`src/rtl/spi_counter.sv`:
```
// Free-running up-counter streamed over a write-only SPI mode-0 link, one frame per value.
// Every output is a register, so cs/sclk/sdo only move on rising clk edges (or async reset).
module spi_counter #(
   parameter int WIDTH = 16,
   parameter int DIV   = 2,
   parameter int GAP   = 4
) (
   input  logic clk,
   input  logic rst_n,
   input  logic enable,
   output logic cs,
   output logic sclk,
   output logic sdo
);

   localparam logic [2:0] IDLE     = 3'd0;
   localparam logic [2:0] SETUP    = 3'd1;
   localparam logic [2:0] SHIFT_HI = 3'd2;
   localparam logic [2:0] SHIFT_LO = 3'd3;
   localparam logic [2:0] GAP_ST   = 3'd4;

   localparam int TMAX = (DIV > GAP) ? DIV : GAP;
   localparam int TW   = (TMAX < 2) ? 1 : $clog2(TMAX);
   localparam int BW   = $clog2(WIDTH);

   logic [2:0]       state_q, state_d;
   logic [WIDTH-1:0] count_q, count_d;
   logic [WIDTH-1:0] shift_q, shift_d;
   logic [TW-1:0]    timer_q, timer_d;
   logic [BW-1:0]    bit_q, bit_d;
   logic             cs_q, cs_d;
   logic             sclk_q, sclk_d;
   logic             sdo_q, sdo_d;

   logic divDone;
   logic gapDone;
   logic lastBit;

   assign divDone = (timer_q == TW'(DIV - 1));
   assign gapDone = (timer_q == TW'(GAP - 1));
   assign lastBit = (bit_q == BW'(WIDTH - 1));

   // The frame word is captured into shift_q at frame start so counting never disturbs it.
   always_comb begin
      state_d = state_q;
      count_d = count_q;
      shift_d = shift_q;
      timer_d = timer_q;
      bit_d   = bit_q;
      cs_d    = cs_q;
      sclk_d  = sclk_q;
      sdo_d   = sdo_q;
      case (state_q)
         IDLE: begin
            if (enable) begin
               state_d = SETUP;
               shift_d = count_q;
               count_d = count_q + 1'b1;
               cs_d    = 1'b0;
               sdo_d   = count_q[WIDTH-1];
               timer_d = '0;
               bit_d   = '0;
            end
         end
         SETUP: begin
            if (divDone) begin
               timer_d = '0;
               sclk_d  = 1'b1;
               state_d = SHIFT_HI;
            end else begin
               timer_d = timer_q + 1'b1;
            end
         end
         SHIFT_HI: begin
            if (divDone) begin
               timer_d = '0;
               sclk_d  = 1'b0;
               state_d = SHIFT_LO;
               if (!lastBit) begin
                  shift_d = shift_q << 1;
                  sdo_d   = shift_q[WIDTH-2];
               end
            end else begin
               timer_d = timer_q + 1'b1;
            end
         end
         SHIFT_LO: begin
            if (divDone) begin
               timer_d = '0;
               if (lastBit) begin
                  cs_d    = 1'b1;
                  sdo_d   = 1'b0;
                  state_d = GAP_ST;
               end else begin
                  bit_d   = bit_q + 1'b1;
                  sclk_d  = 1'b1;
                  state_d = SHIFT_HI;
               end
            end else begin
               timer_d = timer_q + 1'b1;
            end
         end
         GAP_ST: begin
            if (gapDone) begin
               timer_d = '0;
               state_d = IDLE;
            end else begin
               timer_d = timer_q + 1'b1;
            end
         end
         default: begin
            state_d = IDLE;
            timer_d = '0;
            cs_d    = 1'b1;
            sclk_d  = 1'b0;
            sdo_d   = 1'b0;
         end
      endcase
   end

   always_ff @(posedge clk or negedge rst_n) begin
      if (!rst_n) begin
         state_q <= IDLE;
         count_q <= '0;
         shift_q <= '0;
         timer_q <= '0;
         bit_q   <= '0;
         cs_q    <= 1'b1;
         sclk_q  <= 1'b0;
         sdo_q   <= 1'b0;
      end else begin
         state_q <= state_d;
         count_q <= count_d;
         shift_q <= shift_d;
         timer_q <= timer_d;
         bit_q   <= bit_d;
         cs_q    <= cs_d;
         sclk_q  <= sclk_d;
         sdo_q   <= sdo_d;
      end
   end

   assign cs   = cs_q;
   assign sclk = sclk_q;
   assign sdo  = sdo_q;

endmodule

```
`config.mk`:
```
export PLATFORM = sky130hd
export DESIGN_NAME = spi_counter
export DESIGN_NICKNAME = d
export VERILOG_FILES = /design/src/rtl/spi_counter.sv
export SDC_FILE = /design/constraint.sdc
export NUM_CORES = 1
export LEC_CHECK = 0
export BUFFER_PORTS_ARGS = -buffer_cell sky130_fd_sc_hd__buf_2
export CAP_MARGIN = 40
export CORE_ASPECT_RATIO = 1.2
export CORE_UTILIZATION = 61
export DETAILED_ROUTE_END_ITERATION = 8
export PLACE_DENSITY = 0.78
export SLEW_MARGIN = 40
export SYNTH_ARGS = -nofsm -noshare
export SYNTH_HDL_FRONTEND = slang
export SYNTH_SLANG_ARGS = --single-unit
```
`constraint.sdc`:
```
create_clock -name clk -period 2.85 [get_ports clk]
set_clock_uncertainty 0.1 [all_clocks]
set_input_delay 0.57 -clock clk [delete_from_list [all_inputs] [get_ports clk]]
set_output_delay 0.57 -clock clk [all_outputs]
set_load 0.02 [all_outputs]
```
After elaboration in Yosys (flattened, before gate mapping). Cells that the tools add are included.

Register bits after elaboration: 43. Output and inout port bits: 3. Logic and storage cells: 77. Input port bits: 3.

$add $sub $neg: 3. Equal/unequal tests: 15. Muxes and demuxes: 34. Reduce and logical (&&, ||, !) cells: 14. Bitwise gates (word level): 3.

Operators by type and width (number): 2-to-1 mux 15 bit (3); one-hot mux 15 bit (2 select lines) (1); 2-to-1 mux 3 bit (6); adder 16 x 1 -> 16 bit, second input constant (1); != test 2 bit, second input constant (8); one-hot mux 3 bit (5 select lines) (1); 2-to-1 mux 1 bit (12); 2-to-1 mux 4 bit (3); AND reduction 4 bit (3); AND reduction 5 bit (2); one-hot mux 1 bit (4 select lines) (2); one-hot mux 4 bit (2 select lines) (1); == test 3 x 2 -> 1 bit, second input constant (2); 2-to-1 mux 2 bit (3); one-hot mux 2 bit (3 select lines) (1); AND reduction 6 bit (1); OR reduction 3 bit (2); adder 4 x 1 -> 4 bit, second input constant (1); == test 4 bit, second input constant (1); nonzero test 2 bit (2); OR reduction 2 bit (2); == test 3 x 1 -> 1 bit, second input constant (1); == test 3 bit, second input constant (1); logical NOT 3 bit (1); 6 further kinds (8).

Logic depth before layout (Yosys ltp). Gate-level depths: netlist of the first run.

Depth in word-level cells: 4. Mapped depth: 8. Mapped depth without buffers: 6.

Least setup slack after synthesis of the first run. No wires, ideal clock.

Path kind: input to register. From: in enable. To: reg count_q[10]. Slack: 775 ps. Arrival time: 1895 ps. Buffers on the path: 1. Required time: 2671 ps. Cell stages on the path: 5. Setup time: 79 ps. Cells stage by stage: or4b_4 buf_6 or4_4 nor2_2 xor2_1.

Word-level cells in the longest chain between the ends: 1.

RTL lines: start, declared (RTL line 10) `input logic enable,`; AND reduction 2 bit (no source line); end signal, assigned (RTL line 133) `count_q <= count_d;`; end, declared (RTL line 27) `logic [WIDTH-1:0] count_q, count_d;`.

No other way between the ends. A chain may end at the register's enable or synchronous reset.

Worst setup path in the final report of the first run.
From: reg state_q[0]. To: reg count_q[10].

Word-level cells in the longest chain between the ends: 2.

RTL lines: start, declared (RTL line 26) `logic [2:0] state_q, state_d;`; start signal, assigned (RTL line 132) `state_q <= state_d;`; logical NOT 3 bit (RTL line 53) `case (state_q)`; AND reduction 2 bit (no source line).

No other way between the ends.

==> metrics, run 1 <==
timing-limited maximum frequency roughly 440 MHz; IO Port Bufs 5; final non-filler cell total 250; clock insertion delay at the later pin of the skew report about 360 ps; total number of yosys warnings 0; fin crit share 0.796; Async SR Flop Fraction 1.00; standard-cell rows 22; class of the most critical hold timing path input pin to asynchronous set/reset pin; TritonCTS clock tree built; total detailed-routing wirelength 3750 microns; Pwr Density 895 nW/um^2; crit path launch state_q[0]; number of instances in the synthesized netlist 208; synthesized area per cell around 10 sq um; via count of the first global-routing pass around 1400; final design utilization 0.687; aggregate global routing overflow 0; number of pins exceeding their max-slew limit in the final report 0; arrival time of the worst setup path 2450 ps; antenna violations before repair 0; kind of capture point of the worst setup path register; io pins 6; chip height 65.3 microns; met3 wire length 88 microns; cell area after placement 2090 sq um; startpoint of the lowest-slack register-to-register path state_q[0]; buffer levels on the longest clock path 2; uppermost routed layer met4; global-route wire length before repair 6200 microns; CP max FO 26; cts bufs inserted 5; cell count after placement 242; Worst Path Required 3030 ps; area inside the core boundary 3110 sq um; clock-pin slew reported for the worst setup and hold paths after clock tree synthesis 120 ps; length of routed wiring on met1 1680 microns; Reg2Reg Setup Slack 580 ps; root buffer cell clkbuf_4; outcome finished clean; kind of critical path register to register; cell area after layout approximately 2100 sq um; setup-violating endpoint count in the final report 0; nets@finish 221; detailed-routed wire length on met2 1900 microns; most used flip-flop cell after synthesis dfrtp_1; Resize count post-CTS 0; average wire per cell in the routed design 15.0 microns; remaining antenna violation count after routing 0; total of flip-flops plus latches after synthesis 43; RSZ-0062 raised after global routing no; final-report hold violation count 0; Worst R2R End count_q[10]; starting utilization of the core area 0.655; sequential element share of the synthesized area 0.529; static leakage 0.000947 uW; number of clock sinks 43; Fin Setup TNS 0 ps; dominant cells by area after synthesis dfrtp_1 (52%), nor2_1 (7.4%), xnor2_1 (5.2%); share of cells above drive strength 1 0.112; area added between synthesis and finish 4.85%; path depth of the worst reg2reg path 4; via density per instance 6.03; number of fill cells about 240; worst hold slack across all endpoints 78.0 ps; Netlist Area Pre-Place 2040 sq um; crit start category register; transition time at the pin with the least slew margin 546 ps; post-synthesis cell type with the largest combined area dfrtp_1; unique cell type count in the Yosys netlist 37; worst voltage drop across the vdd grid around 580 uV; Initial DRT Pass Iterations 4; post-CTS setup buffer count 0; post-detailed-route DRC marker count 0; largest net degree at the start of global routing 44; htree depth 2; hold-fix buffers at CTS 0; Starting DRT DRC Count 42; Total Die Area 3580 sq um; area share of the leading cell type in the synthesized netlist 0.516; DPL Wire Length between 2000 and 3000 microns; max-capacitance violation count 0; Post-synth EDFFs 0; final weighted congestion in routability-driven placement around 0.77; total via count in the routed design between 1500 and 2000; overall routing resource usage 0.246; count of inserted antenna diode cells 0; Post-Synthesis Net Count roughly 220; Slew Limit Headroom 0.636; die outline width 54.8 microns; clock period minus worst slack 2270 ps
report_power, final:
group / total (uW) / leakage, uW / internal [uW] / switching (uW)
clock network: 286 / 0.0000265 / 98.5 / 187
registers: 986 / 0.000528 / 804 / 182
logic: 640 / 0.000392 / 273 / 368
total: 1910 / 0.000947 / 1180 / 737
layer usage:
metal,global-route usage,up-vias
met5,0,-
met4,0.122,0
met2,0.399,24
met3,0.0486,8
li1,-,729
met1,0.302,747
kinds of logic (layout without fill, tap and decap cells):
group,after synthesis,after routing,share of synthesized area
AND/OR/NAND/NOR,91,91,0.212
flip-flops,43,43,0.529
adder cells (fa/ha/maj),5,5,0.0307
buffers and inverters,16,22,0.0387
multiplexers,5,5,0.0258
AO/OA/AOI/OAI,33,33,0.0995
XOR/XNOR,15,15,0.0645
cells in the mapped netlist (3+ instances only):
cell / number
dfrtp_1: 42
nor2_1: 40
nand2_1: 20
o22ai_1: 15
xnor2_1: 12
a21oi_1: 8
clkbuf_1: 8
nand3_1: 8
ha_1: 5
inv_1: 5
nand4_1: 4
o21ai_0: 4
and3_1: 3
mux2i_1: 3
xor2_1: 3
worst max path at each step:
stage | end | slack, ps
global placement | count_q[10] | 530
finish | count_q[10] | 580
global route | shift_q[5] | 500
floorplan | count_q[10] | 780
detailed placement | count_q[10] | 480
CTS | count_q[10] | 590
layout by cell type (no fill, tap or decap), types with 4 or more instances in the layout:
cell,Yosys,routed
o21ai_0,4,4
ha_1,5,5
xnor2_1,12,12
dfrtp_1,42,42
inv_1,5,5
nand4_1,4,4
nor2_1,40,40
clkbuf_4,0,5
nand2_1,20,20
o22ai_1,15,15
buf_2,0,4
buf_4,1,5
a21oi_1,8,8
nand3_1,8,8
worst max-delay path, stage by stage (launching register included):
cell	delay [ps]
dfrtp_1	520
or4b_4	700
or4_4	580
nor2_2	110
xor2_1	170
sequential cells by signal, summed over array words and instances (netlist names):
signal and cells:
cs 1, count_q 16, sdo 1, shift_q 15, bit_q 4, sclk 1
state_q 3, timer_q 2
cell type report:
class	instances	area, sq um	share of cell area
multi-input cells	149	890	0.416
clock buffers	8	48.8	0.0228
flip-flops and latches	43	1080	0.504
repair buffers	9	57.6	0.0269
well taps	36	45.0	0.0211
inverters	5	18.8	0.00878
per-stage QoR:
stage | power (uW) | setup slack, ps
3_5_place_dp | 1630 | 484
6_report | 1910 | 582
5_1_grt | 2060 | 497
4_1_cts | 1910 | 593
3_3_place_gp | 1590 | 534
2_1_floorplan | 1470 | 775
(Power assumes the default switching activity.)
==> run 2, diff against run 1 <==
ABC_AREA = 1   (was default)
clock period = 2.14 ns   (was 2.85 ns; I/O delays follow)
==> run 2 against run 1 <==
  * Register-to-register slack lost 130 ps
  * Global-route usage increased by 0.93 points
  * Critical path type unchanged
  * Critical path depth increased by 2
  * Final area rose by 16%
  * Maximum frequency grew 34%
  * Synthesized cell count is 43% higher
  * Combinational power up 73%
  * Flip-flop and latch count stayed put
  * Largest cell class is now multi-input combinational cells
  * Synthesized area rose by 15%
==> metrics, run 2 <==
outcome finished clean; via count of the first global-routing pass roughly 1900; overall routing resource usage 0.256; Post-synth EDFFs 0; critical path, cell by cell nor2_8 > nand3_4 > o21ai_2 > buf_4 > nor2_1 > a21oi_1; most frequent cell after synthesis nand2_1; transition time at the pin with the least slew margin 526 ps; total detailed-routing wirelength about 4400 microns; io pins 6; setup-violating endpoint count in the final report 0; number of instances in the synthesized netlist 298; starting utilization of the core area 0.643; leading cell types in the layout, fill and taps excluded nand2_1 (93), dfrtp_1 (42), inv_1 (32); worst voltage drop across the vdd grid between 800 and 900 uV; crit start category register; post-synthesis cell type with the largest combined area dfrtp_1; IO Port Bufs 5; largest registers count_q: 16 flops, shift_q: 15 flops, bit_q: 4 flops; remaining antenna violation count after routing 0; cell area after layout 2490 sq um; number of pins exceeding their max-slew limit in the final report 0; kind of capture point of the worst setup path register; list of most frequent post-synthesis cells nand2_1 (93), dfrtp_1 (42), inv_1 (32); Pwr Density 1120 nW/um^2; number of fill cells about 310; hold-fix buffers at CTS 0; portion of total power attributed to the clock network 0.178; most common library cell in the layout ignoring fill and taps nand2_1; Slowest-stage cell, CP dfrtp_1; sequential power share 0.421; post-detailed-route DRC marker count 0; Cell Int Power 1590 uW; sequential element share of the synthesized area 0.461; root buffer cell clkbuf_8; largest net degree at the start of global routing 44; Reg with most FFs count_q; total number of yosys warnings 0; aggregate global routing overflow 0; number of flip-flops under the largest register name 16; RSZ-0062 raised after global routing no; Resize count post-CTS 0; static leakage 0.00117 uW; htree depth 2; area share of the leading cell type in the synthesized netlist 0.450; share of cells above drive strength 1 0.104; Fin Setup TNS 0 ps; die outline width 58.5 microns; cell area after placement between 2000 and 2500 sq um; Starting DRT DRC Count 159; timing-limited maximum frequency 592 MHz; area inside the core boundary 3630 sq um; average wire per cell in the routed design 12.1 microns; power share of the combinational group 0.401; switching fraction of total power 0.426; global-route wire length before repair approximately 8000 microns; Total Die Area 4080 sq um; CP max FO 30; Slew Limit Headroom 0.650; standard-cell rows 24; clock-pin slew reported for the worst setup and hold paths after clock tree synthesis 80 ps; switching pwr 1180 uW; TritonCTS clock tree built; Async SR Flop Fraction 1.00; synthesized area per cell 7.84 sq um; max-capacitance violation count 0; post-CTS setup buffer count 0; most used flip-flop cell after synthesis dfrtp_1; via density per instance between 5 and 6; total via count in the routed design 1894; clock period minus worst slack ~1700 ps; delay contributed by the slowest stage of the critical path 520 ps; cts bufs inserted 5; nets@finish 314; Worst Path Required approximately 2300 ps; antenna violations before repair 0; dominant cells by area after synthesis dfrtp_1 (45%), nand2_1 (15%), inv_1 (5.1%); area added between synthesis and finish 6.43%; clock insertion delay at the later pin of the skew report 290 ps; total buffers and inverters traversed by the critical path 1; Post-Synthesis Net Count 306; Netlist Area Pre-Place around 2300 sq um; footprint of the flip-flops and latches 1080 sq um; chip height 69.8 microns; DPL Wire Length a little over 3000 microns; area occupied by multi-input gates approximately 1100 sq um; fin crit share 0.789; arrival time of the worst setup path 1810 ps; count of inserted antenna diode cells 0; Initial DRT Pass Iterations 4; unique cell type count in the Yosys netlist 30; buffer levels on the longest clock path 2; Worst path top cell family by delay flip-flops; total of flip-flops plus latches after synthesis 43; number of clock sinks 43; kind of critical path register to register; final-report hold violation count 0; class of the most critical hold timing path input pin to asynchronous set/reset pin; final weighted congestion in routability-driven placement between 0.8 and 0.9
run 2: changes by cell type in the layout (fill, tap and decap cells not counted), moves of 5 or more:
| cell | delta |
|---|---|
| a21oi_1 | -6 |
| clkbuf_4 | -5 |
| clkbuf_8 | +5 |
| inv_1 | +27 |
| nand2_1 | +73 |
| nand2_2 | +5 |
| nand3_1 | +11 |
| nor2_1 | -17 |
| o21ai_0 | +14 |
| o21ai_1 | +18 |
| o22ai_1 | -15 |
| xnor2_1 | -6 |
run 2: final timing paths:
| check | cells after the start | start | slack, ps | end |
|---|---|---|---|---|
| worst min register to register | 2 | sdo | 370 | sdo |
| max in group asynchronous | 2 | rst_n | 1490 | cs |
| worst max-delay path | 6 | state_q[2] | 450 | shift_q[13] |
| worst max register to register | 6 | state_q[2] | 450 | shift_q[13] |
| worst min-delay path | 2 | rst_n | 90 | bit_q[3] |
| min in group clk | 2 | sdo | 370 | sdo |
run 2: cell families after synthesis:
group,after synthesis,synth area share
buffers and inverters,42,0.0750
adder cells (fa/ha/maj),5,0.0268
AND/OR/NAND/NOR,155,0.300
AO/OA/AOI/OAI,42,0.0948
multiplexers,1,0.00482
flip-flops,43,0.461
XOR/XNOR,10,0.0375
run 2: worst register-to-register path, cell delays in order (launching register included):
cell and delay, ps:
dfrtp_1 520, nor2_8 220, nand3_4 180, o21ai_2 100, buf_4 300, nor2_1 80
a21oi_1 120
run 2: final cells by class:
type,instances,share of cell area
timing repair buffer,8,0.0191
sequential,43,0.433
inverter,35,0.0528
multi-input combinational,213,0.436
tap,52,0.0262
clock buffer,7,0.0307
clock inverter,1,0.00201
run 2: power by group through the flow:
stage | sequential, uW | clock [uW] | combinational (uW)
2_1_floorplan | 1170 | 0 | 880
3_3_place_gp | 1170 | 0 | 1090
3_5_place_dp | 1180 | 0 | 1110
4_1_cts | 1170 | 507 | 1120
5_1_grt | 1190 | 532 | 1290
6_report | 1170 | 493 | 1110
run 2: per-stage QoR:
step           setup slack (ps)   util  hold WS, ps  cells  total power [uW]
2_1_floorplan               710      -         32.4    298              2050
3_3_place_gp                519  0.662          353    351              2260
3_5_place_dp                485  0.662          354    351              2290
4_1_cts                     456  0.684          104    359              2790
5_1_grt                     334  0.684          144    359              3010
6_report                    452  0.684         87.6    359              2780
run 2: per-layer routing:
layer,track usage,share of wire
met2,0.448,0.52
met1,0.277,0.43
met5,0,0
met4,0.140,0.032
met3,0.0578,0.024
